File: src/rtl/snes_pad_reader.sv
// SNES controller frame reader: latches the pad, shifts 16 bits out on pad_clk,
// and publishes debounced, sanitised button levels once per accepted frame.
module snes_pad_reader #(
    parameter int HALF_CYC = 390
) (
    input  logic clk,
    input  logic reset,
    input  logic start,
    input  logic pad_data,
    output logic pad_latch,
    output logic pad_clk,
    output logic left,
    output logic right,
    output logic up,
    output logic down,
    output logic chop,
    output logic carry,
    output logic valid,
    output logic busy
);

    typedef enum logic [2:0] {
        IDLE,
        LATCH,
        HIGH,
        LOW,
        DONE
    } state_t;

    localparam logic [15:0] LAST = 16'(HALF_CYC - 1);

    state_t      state_q, state_d;
    logic [15:0] cnt_q, cnt_d;
    logic [3:0]  idx_q, idx_d;
    logic [15:0] shift_q, shift_d;
    logic        sync1_q, sync2_q;
    logic [5:0]  hist_q, hist_d;
    logic [5:0]  btn_q, btn_d;
    logic        valid_q, valid_d;
    logic        latch_q, latch_d;
    logic        pclk_q, pclk_d;
    logic        busy_q, busy_d;

    logic        phase_end;
    logic        disconnected;
    logic        b_up, b_down, b_left, b_right;
    logic [5:0]  cur_btn;
    logic        unused_bits;

    // Per button: adopt the new value only when this frame and the previous
    // accepted frame agree on it; otherwise hold the published level.
    function automatic logic [5:0] debounce(input logic [5:0] cur,
                                            input logic [5:0] hist,
                                            input logic [5:0] out);
        logic [5:0] agree;
        agree    = ~(cur ^ hist);
        debounce = (agree & cur) | (~agree & out);
    endfunction

    assign phase_end    = (cnt_q == LAST);
    assign disconnected = |shift_q[15:12];
    assign unused_bits  = ^{shift_q[11:9], shift_q[3:1]};

    assign b_up    = shift_q[4];
    assign b_down  = shift_q[5];
    assign b_left  = shift_q[6];
    assign b_right = shift_q[7];

    // Opposing directions cancel so the movement logic never sees both.
    assign cur_btn = {b_left & ~b_right, b_right & ~b_left,
                      b_up & ~b_down, b_down & ~b_up,
                      shift_q[8], shift_q[0]};

    always_comb begin
        state_d = state_q;
        cnt_d   = cnt_q;
        idx_d   = idx_q;
        shift_d = shift_q;
        hist_d  = hist_q;
        btn_d   = btn_q;
        valid_d = 1'b0;

        case (state_q)
            IDLE: begin
                if (start) begin
                    state_d = LATCH;
                    cnt_d   = '0;
                    idx_d   = '0;
                end
            end
            LATCH: begin
                // Two half periods counted as two passes of the 16-bit counter,
                // using idx bit 0 to mark the second pass.
                if (phase_end) begin
                    cnt_d = '0;
                    if (!idx_q[0]) begin
                        idx_d = 4'd1;
                    end else begin
                        idx_d   = '0;
                        state_d = HIGH;
                    end
                end else begin
                    cnt_d = cnt_q + 16'd1;
                end
            end
            HIGH: begin
                if (phase_end) begin
                    cnt_d          = '0;
                    shift_d[idx_q] = ~sync2_q;
                    state_d        = LOW;
                end else begin
                    cnt_d = cnt_q + 16'd1;
                end
            end
            LOW: begin
                if (phase_end) begin
                    cnt_d = '0;
                    if (idx_q == 4'd15) begin
                        state_d = DONE;
                        if (!disconnected) begin
                            valid_d = 1'b1;
                            btn_d   = debounce(cur_btn, hist_q, btn_q);
                            hist_d  = cur_btn;
                        end
                    end else begin
                        idx_d   = idx_q + 4'd1;
                        state_d = HIGH;
                    end
                end else begin
                    cnt_d = cnt_q + 16'd1;
                end
            end
            DONE: begin
                state_d = IDLE;
                idx_d   = '0;
            end
            default: begin
                state_d = IDLE;
            end
        endcase

        latch_d = (state_d == LATCH);
        pclk_d  = (state_d != LOW);
        busy_d  = (state_d != IDLE);
    end

    always_ff @(posedge clk or posedge reset) begin
        if (reset) begin
            state_q <= IDLE;
            cnt_q   <= '0;
            idx_q   <= '0;
            shift_q <= '0;
            sync1_q <= 1'b1;
            sync2_q <= 1'b1;
            hist_q  <= '0;
            btn_q   <= '0;
            valid_q <= 1'b0;
            latch_q <= 1'b0;
            pclk_q  <= 1'b1;
            busy_q  <= 1'b0;
        end else begin
            state_q <= state_d;
            cnt_q   <= cnt_d;
            idx_q   <= idx_d;
            shift_q <= shift_d;
            sync1_q <= pad_data;
            sync2_q <= sync1_q;
            hist_q  <= hist_d;
            btn_q   <= btn_d;
            valid_q <= valid_d;
            latch_q <= latch_d;
            pclk_q  <= pclk_d;
            busy_q  <= busy_d;
        end
    end

    assign pad_latch = latch_q;
    assign pad_clk   = pclk_q;
    assign valid     = valid_q;
    assign busy      = busy_q;
    assign {left, right, up, down, chop, carry} = btn_q;

endmodule

File: config.mk
export PLATFORM = sky130hd
export DESIGN_NAME = snes_pad_reader
export DESIGN_NICKNAME = d
export VERILOG_FILES = /design/src/rtl/snes_pad_reader.sv
export SDC_FILE = /design/constraint.sdc
export NUM_CORES = 1
export LEC_CHECK = 0
export ABC_AREA = 1
export CAP_MARGIN = 10
export CORE_ASPECT_RATIO = 1.4
export CORE_UTILIZATION = 47
export CTS_BUF_LIST = sky130_fd_sc_hd__clkbuf_4
export DETAILED_ROUTE_END_ITERATION = 8
export PLACE_DENSITY = 0.63
export SETUP_SLACK_MARGIN = 0.15
export SYNTH_ARGS = -nofsm -noshare
export SYNTH_HDL_FRONTEND = slang
export SYNTH_SLANG_ARGS = --single-unit
File: constraint.sdc
create_clock -name clk -period 3.2 [get_ports clk]
set_clock_uncertainty 0.1 [all_clocks]
set_input_delay 0.48 -clock clk [delete_from_list [all_inputs] [get_ports clk]]
set_output_delay 0.48 -clock clk [all_outputs]
set_load 0.02 [all_outputs]
# After elaboration in Yosys (flattened, before gate mapping)
# Index checks and enable logic that the tools add are counted.
op_classes:
  eq_ne: 12
  n_mux: 23
  magnitude_cmp: 2
  add_sub_neg: 2
  n_bitwise: 16
  n_reduce_logical: 11
op_table:
  columns: ["operator", "count"]
  rows:
  - ["$mux W16", 2]
  - ["$pmux W16 S2", 1]
  - ["$mux W3", 6]
  - ["$add A16 B1 Y16 const B", 1]
  - ["$bwmux W16", 1]
  - ["$eq A16 B9 Y1 const B", 1]
  - ["$mux W4", 4]
  - ["$pmux W4 S4", 1]
  - ["$and A6 B6 Y6", 2]
  - ["$not A6 Y6", 2]
  - ["$pmux W3 S4", 1]
  - ["$ne A2 B2 Y1 const B", 4]
  - ["$eq A3 B1 Y1 const B", 2]
  - ["$eq A3 B2 Y1 const B", 2]
  - ["$mux W1", 6]
  - ["$not A1 Y1", 6]
  - ["$or A6 B6 Y6", 1]
  - ["$xor A6 B6 Y6", 1]
  - ["$lt A4 B5 Y1 const B", 1]
  - ["$reduce_and A5 Y1", 1]
  - ["$add A4 B1 Y4 const B", 1]
  - ["$and A1 B1 Y1", 4]
  - ["$demux W1 S4", 1]
  - ["$eq A4 B4 Y1 const B", 1]
  - ["12 further kinds", 13]
word_totals:
  input_bits: 4
  elab_cells: 78
  reg_bits: 57
  out_inout_bits: 10

# Longest topological paths before layout
logic_depth:
  ltp_word: 7
  depth_mapped: 10
  mapped_depth_nobuf: 10

# Worst setup path before layout
# OpenSTA, ideal clock, no wires.
synth_timing:
  path_type: "reg-to-reg"
  from: "register idx_q[0]"
  to: "register hist_q[1]"
  path_buffers: 1
  slack_ps: 1653
  arrival_time_ps: 1321
  setup_ps: 126
  period_less_slack_ps: 1547
  stages_incl_launch_ff: 8
  required_time_ps: 2974
  cell_sequence: "dfrtp_1 -> ha_1 -> nand3_2 -> nor2_2 -> nand3_1 -> nor2_2 -> buf_6 -> o21ai_0"
synth_between:
  elab_chain_len: 2
synth_lines:
  columns: ["element", "line", "rtl"]
  rows:
  - ["start: declaration", "34", "logic [3:0] idx_q, idx_d;"]
  - ["start signal: assignment", "164", "idx_q <= idx_d;"]
  - ["$eq A4 B4 Y1", "118", "if (idx_q == 4'd15) begin"]
  - ["$reduce_and A4 Y1 (no line)", null, null]
  - ["end signal: assignment", "168", "hist_q <= hist_d;"]
  - ["end: declaration", "37", "logic [5:0] hist_q, hist_d;"]
# Every way passes these cells.
# A chain may end at the register's enable or synchronous reset.

# Worst setup path in the final report
layout_timing:
  from: "register pclk_q (netlist: pad_clk)"
  to: "output port pad_clk"
layout_rtl:
  columns: ["element", "line", "rtl"]
  rows:
  - ["start: declaration", "41", "logic pclk_q, pclk_d;"]
  - ["start signal: assignment", "172", "pclk_q <= pclk_d;"]
  - ["end: declaration", "11", "output logic pad_clk,"]
# No word-level cell between the ends.

==> metrics.md <==
| Metric | Value |
|---|---|
| Layout Nets | 412 |
| Critical path's slowest cell | clkdlybuf4s50_1 |
| Vias | 2,426 |
| Register-to-Register Path Depth | 9 |
| Count of final setup violators | 0 |
| Dpl hpwl | 4590 um |
| Synthesized area per cell | 7.35 sq um |
| Min-delay src | sync1_q |
| Slew HR | 52.4% |
| Fin. Hold Viols | 0 |
| Switching part of the total power | 23.3% |
| Flops & latches, synth | roughly 50 |
| Worst Path Arrival | 1.51 ns |
| Sequential area share after synthesis | 45.0% |
| Logic gate share of total power | 2.0% |
| Layout cells sized above 1 | 7.94% |
| Die width | 67.7 um |
| Cells along the critical path | clkdlybuf4s50_1 |
| CP startpoint | pad_clk |
| Post-route setup slack | 1.11 ns |
| Max rail drop VDD | ~0.23 mV |
| Number of cells on the critical path | 1 |
| Initial antenna violation count | 0 |
| FF-to-FF Start | cnt_q[1] |
| Gr usage total | 21.8% |
| DP Worst Slack | 1.18 ns |
| Flop pwr share | between 60 and 70% |
| Initial DRC count | a little over 90 |
| Leak pwr | 1.45 nW |
| Type of origin of the critical path | register |
| Starting Density | 48.5% |
| Placed cells | 465 |
| Full die area | 0.00637 sq mm |
| Total wire length | 6040 um |
| CP bufs+invs | 1 |
| Die height | between 90 and 100 um |
| Fin Hold WS | 0.267 ns |
| CTS tree | built |
| Mapped cell area | 0.00284 sq mm |
| Critical path required time | 2.62 ns |
| Syn_nets | roughly 400 |
| Clk slew on worst S/H paths | 0.15 ns |
| Sw Pwr | 0.227 mW |
| Tightest Pin Transition | 0.711 ns |
| Final ANT Viol Nets | 0 |
| Critical path peak fanout | 1 |
| Tmin final | 2.09 ns |
| FILL cells | 580 |
| CTS Buf Count | 5 |
| Crit. End Element | primary output |
| I/O pins | 14 |
| Port bufs | 13 |
| Largest net degree at the start of global routing | 34 |
| Non-Filler Instances | roughly 470 |
| Diodes inserted | 0 |
| Clock sink count | between 50 and 60 |
| Placeable Area | 0.00586 sq mm |
| Synth async-reset ratio | 100% |
| Synth Warn # | 0 |
| Max Cap Viol | 0 |
| Status | finished, final reports clean |
| Vias in the first global route | 2,263 |
| Setup bufs post-CTS | 0 |
| Critical path type | reg2out |
| Max Freq | approximately 480 MHz |
| Unrepaired setup endpoints after global routing | false |
| Max H-tree Level | 2 |
| Setup TNS | 0 ns |
| Root Buffer Master | clkbuf_4 |
| Std-Cell Rows | 33 |
| Pint | between 0.7 and 0.8 mW |
| DR pass1 iterations | 4 |
| # hold bufs at CTS | 0 |
| PD cells | 317 mW/mm^2 |
| Drt drc | 0 |
| Clock Latency Late Sink | 0.38 ns |
| First-pass GRT wire length | 10,300 um |
| GPL Wtd Cong | 0.860 |
| Mapped Cells | 387 |
| # resized after CTS | 0 |
| Max clock buf depth | 2 |
| Max-slew violations | 0 |
| Tcrit/Tclk final | ~65% |
| Delay-heaviest family, CP | buffers and inverters |
| HP Class | reg2reg |
| Main synth FF type | dfrtp_1 |
| Routed len/inst | between 10 and 15 um |
| Worst hold path depth | 0 |
| Yosys cell types | 29 |
| Area grow syn2layout | 8.10% |
| Pwr Total | roughly 0.97 mW |
| Post-synth EDFFs | 0 |
| Grt ovf | 0 |
| Clock share of power | between 30% and 40% |
| Slowest stage delay, CP | 0.59 ns |
| Via-per-instance ratio | 5.13 |
[metal layers]
layer  vias to the layer above  routed length (um)  global-route usage [%]  share of wire, %
met3                        17                 118                    4.37               2.0
met2                        33                3190                    38.0                53
met1                      1126                2550                    24.5                42
li1                       1250                   -                       -                 -
met5                         -                   0                       0                 0
met4                         0                 179                    10.3               3.0
[synthesized netlist by cell type, types with 3 or more instances]
cell type    n  area share [%]
a21oi_1      5            0.88
buf_4        3            0.79
buf_6        3             1.2
dfrtp_1     48              42
dfstp_2      3             2.8
ha_1         6             2.6
inv_1       39             5.1
inv_2        5            0.66
nand2_1    129              17
nand3_1     33             5.8
nand4_1     12             2.6
nor2_1      47             6.2
nor2_2       4            0.88
nor3_1       6             1.1
o21a_1       4             1.1
o21ai_0      9             1.6
o21ai_1      8             1.4
o22ai_1      3            0.66
or2_2        4            0.88
xor2_1       5             1.5
[cell type report]
type / count / area [sq um] / share of cell area [%]
Sequential cell: 51 / 1280 / 41.7
Tap cell: 70 / 87.6 / 2.85
Multi-Input combinational cell: 283 / 1330 / 43.2
Timing Repair Buffer: 15 / 145 / 4.72
Clock inverter: 2 / 13.8 / 0.448
Inverter: 46 / 173 / 5.62
Clock buffer: 6 / 45.0 / 1.47
[metrics by stage]
| step | util, % | cell area [sq um] |
|---|---|---|
| floorplan | - | 2840 |
| global placement | 51.4 | 3010 |
| detailed placement | 51.4 | 3010 |
| CTS | 52.4 | 3070 |
| global route | 52.4 | 3070 |
| finish | 52.4 | 3070 |
[layout by cell type (no fill, tap or decap), types with 2 or more instances in the layout]
master	n
nand2_1	129
dfrtp_1	48
nor2_1	47
inv_1	38
nand3_1	33
clkdlybuf4s50_1	13
nand4_1	12
o21ai_0	9
o21ai_1	8
inv_2	6
nor3_1	6
ha_1	6
clkbuf_4	6
a21oi_1	5
xor2_1	5
nor2_2	4
o21a_1	4
or2_2	4
o22ai_1	3
dfstp_2	3
nand3_2	2
clkinv_1	2
buf_4	2
[power groups by stage]
stage | sequential, mW | combinational, mW | clock [mW]
after floorplan | 0.659 | 0.0111 | 0
after global placement | 0.659 | 0.0207 | 0
after detailed placement | 0.659 | 0.0208 | 0
after CTS | 0.647 | 0.0209 | 0.320
after global routing | 0.648 | 0.0234 | 0.345
final | 0.647 | 0.0195 | 0.306
[cells by family after synthesis]
kind of cell / Yosys count / synth area share (%)
buffers and inverters: 53 / 8.23
AO/OA/AOI/OAI: 29 / 5.59
flip-flops: 51 / 45.0
XOR/XNOR: 6 / 1.85
AND/OR/NAND/NOR: 242 / 36.7
adder cells (fa/ha/maj): 6 / 2.64
[path summary, 6_finish.rpt]
path                               to  slack (ns)
max                           pad_clk        1.11
min                           sync2_q        0.27
max reg2reg                state_q[0]        1.23
min reg2reg                   sync2_q        0.27
max in group asynchronous     sync1_q        1.92
min in group asynchronous    cnt_q[2]        0.28
(Power assumes the default switching activity.)
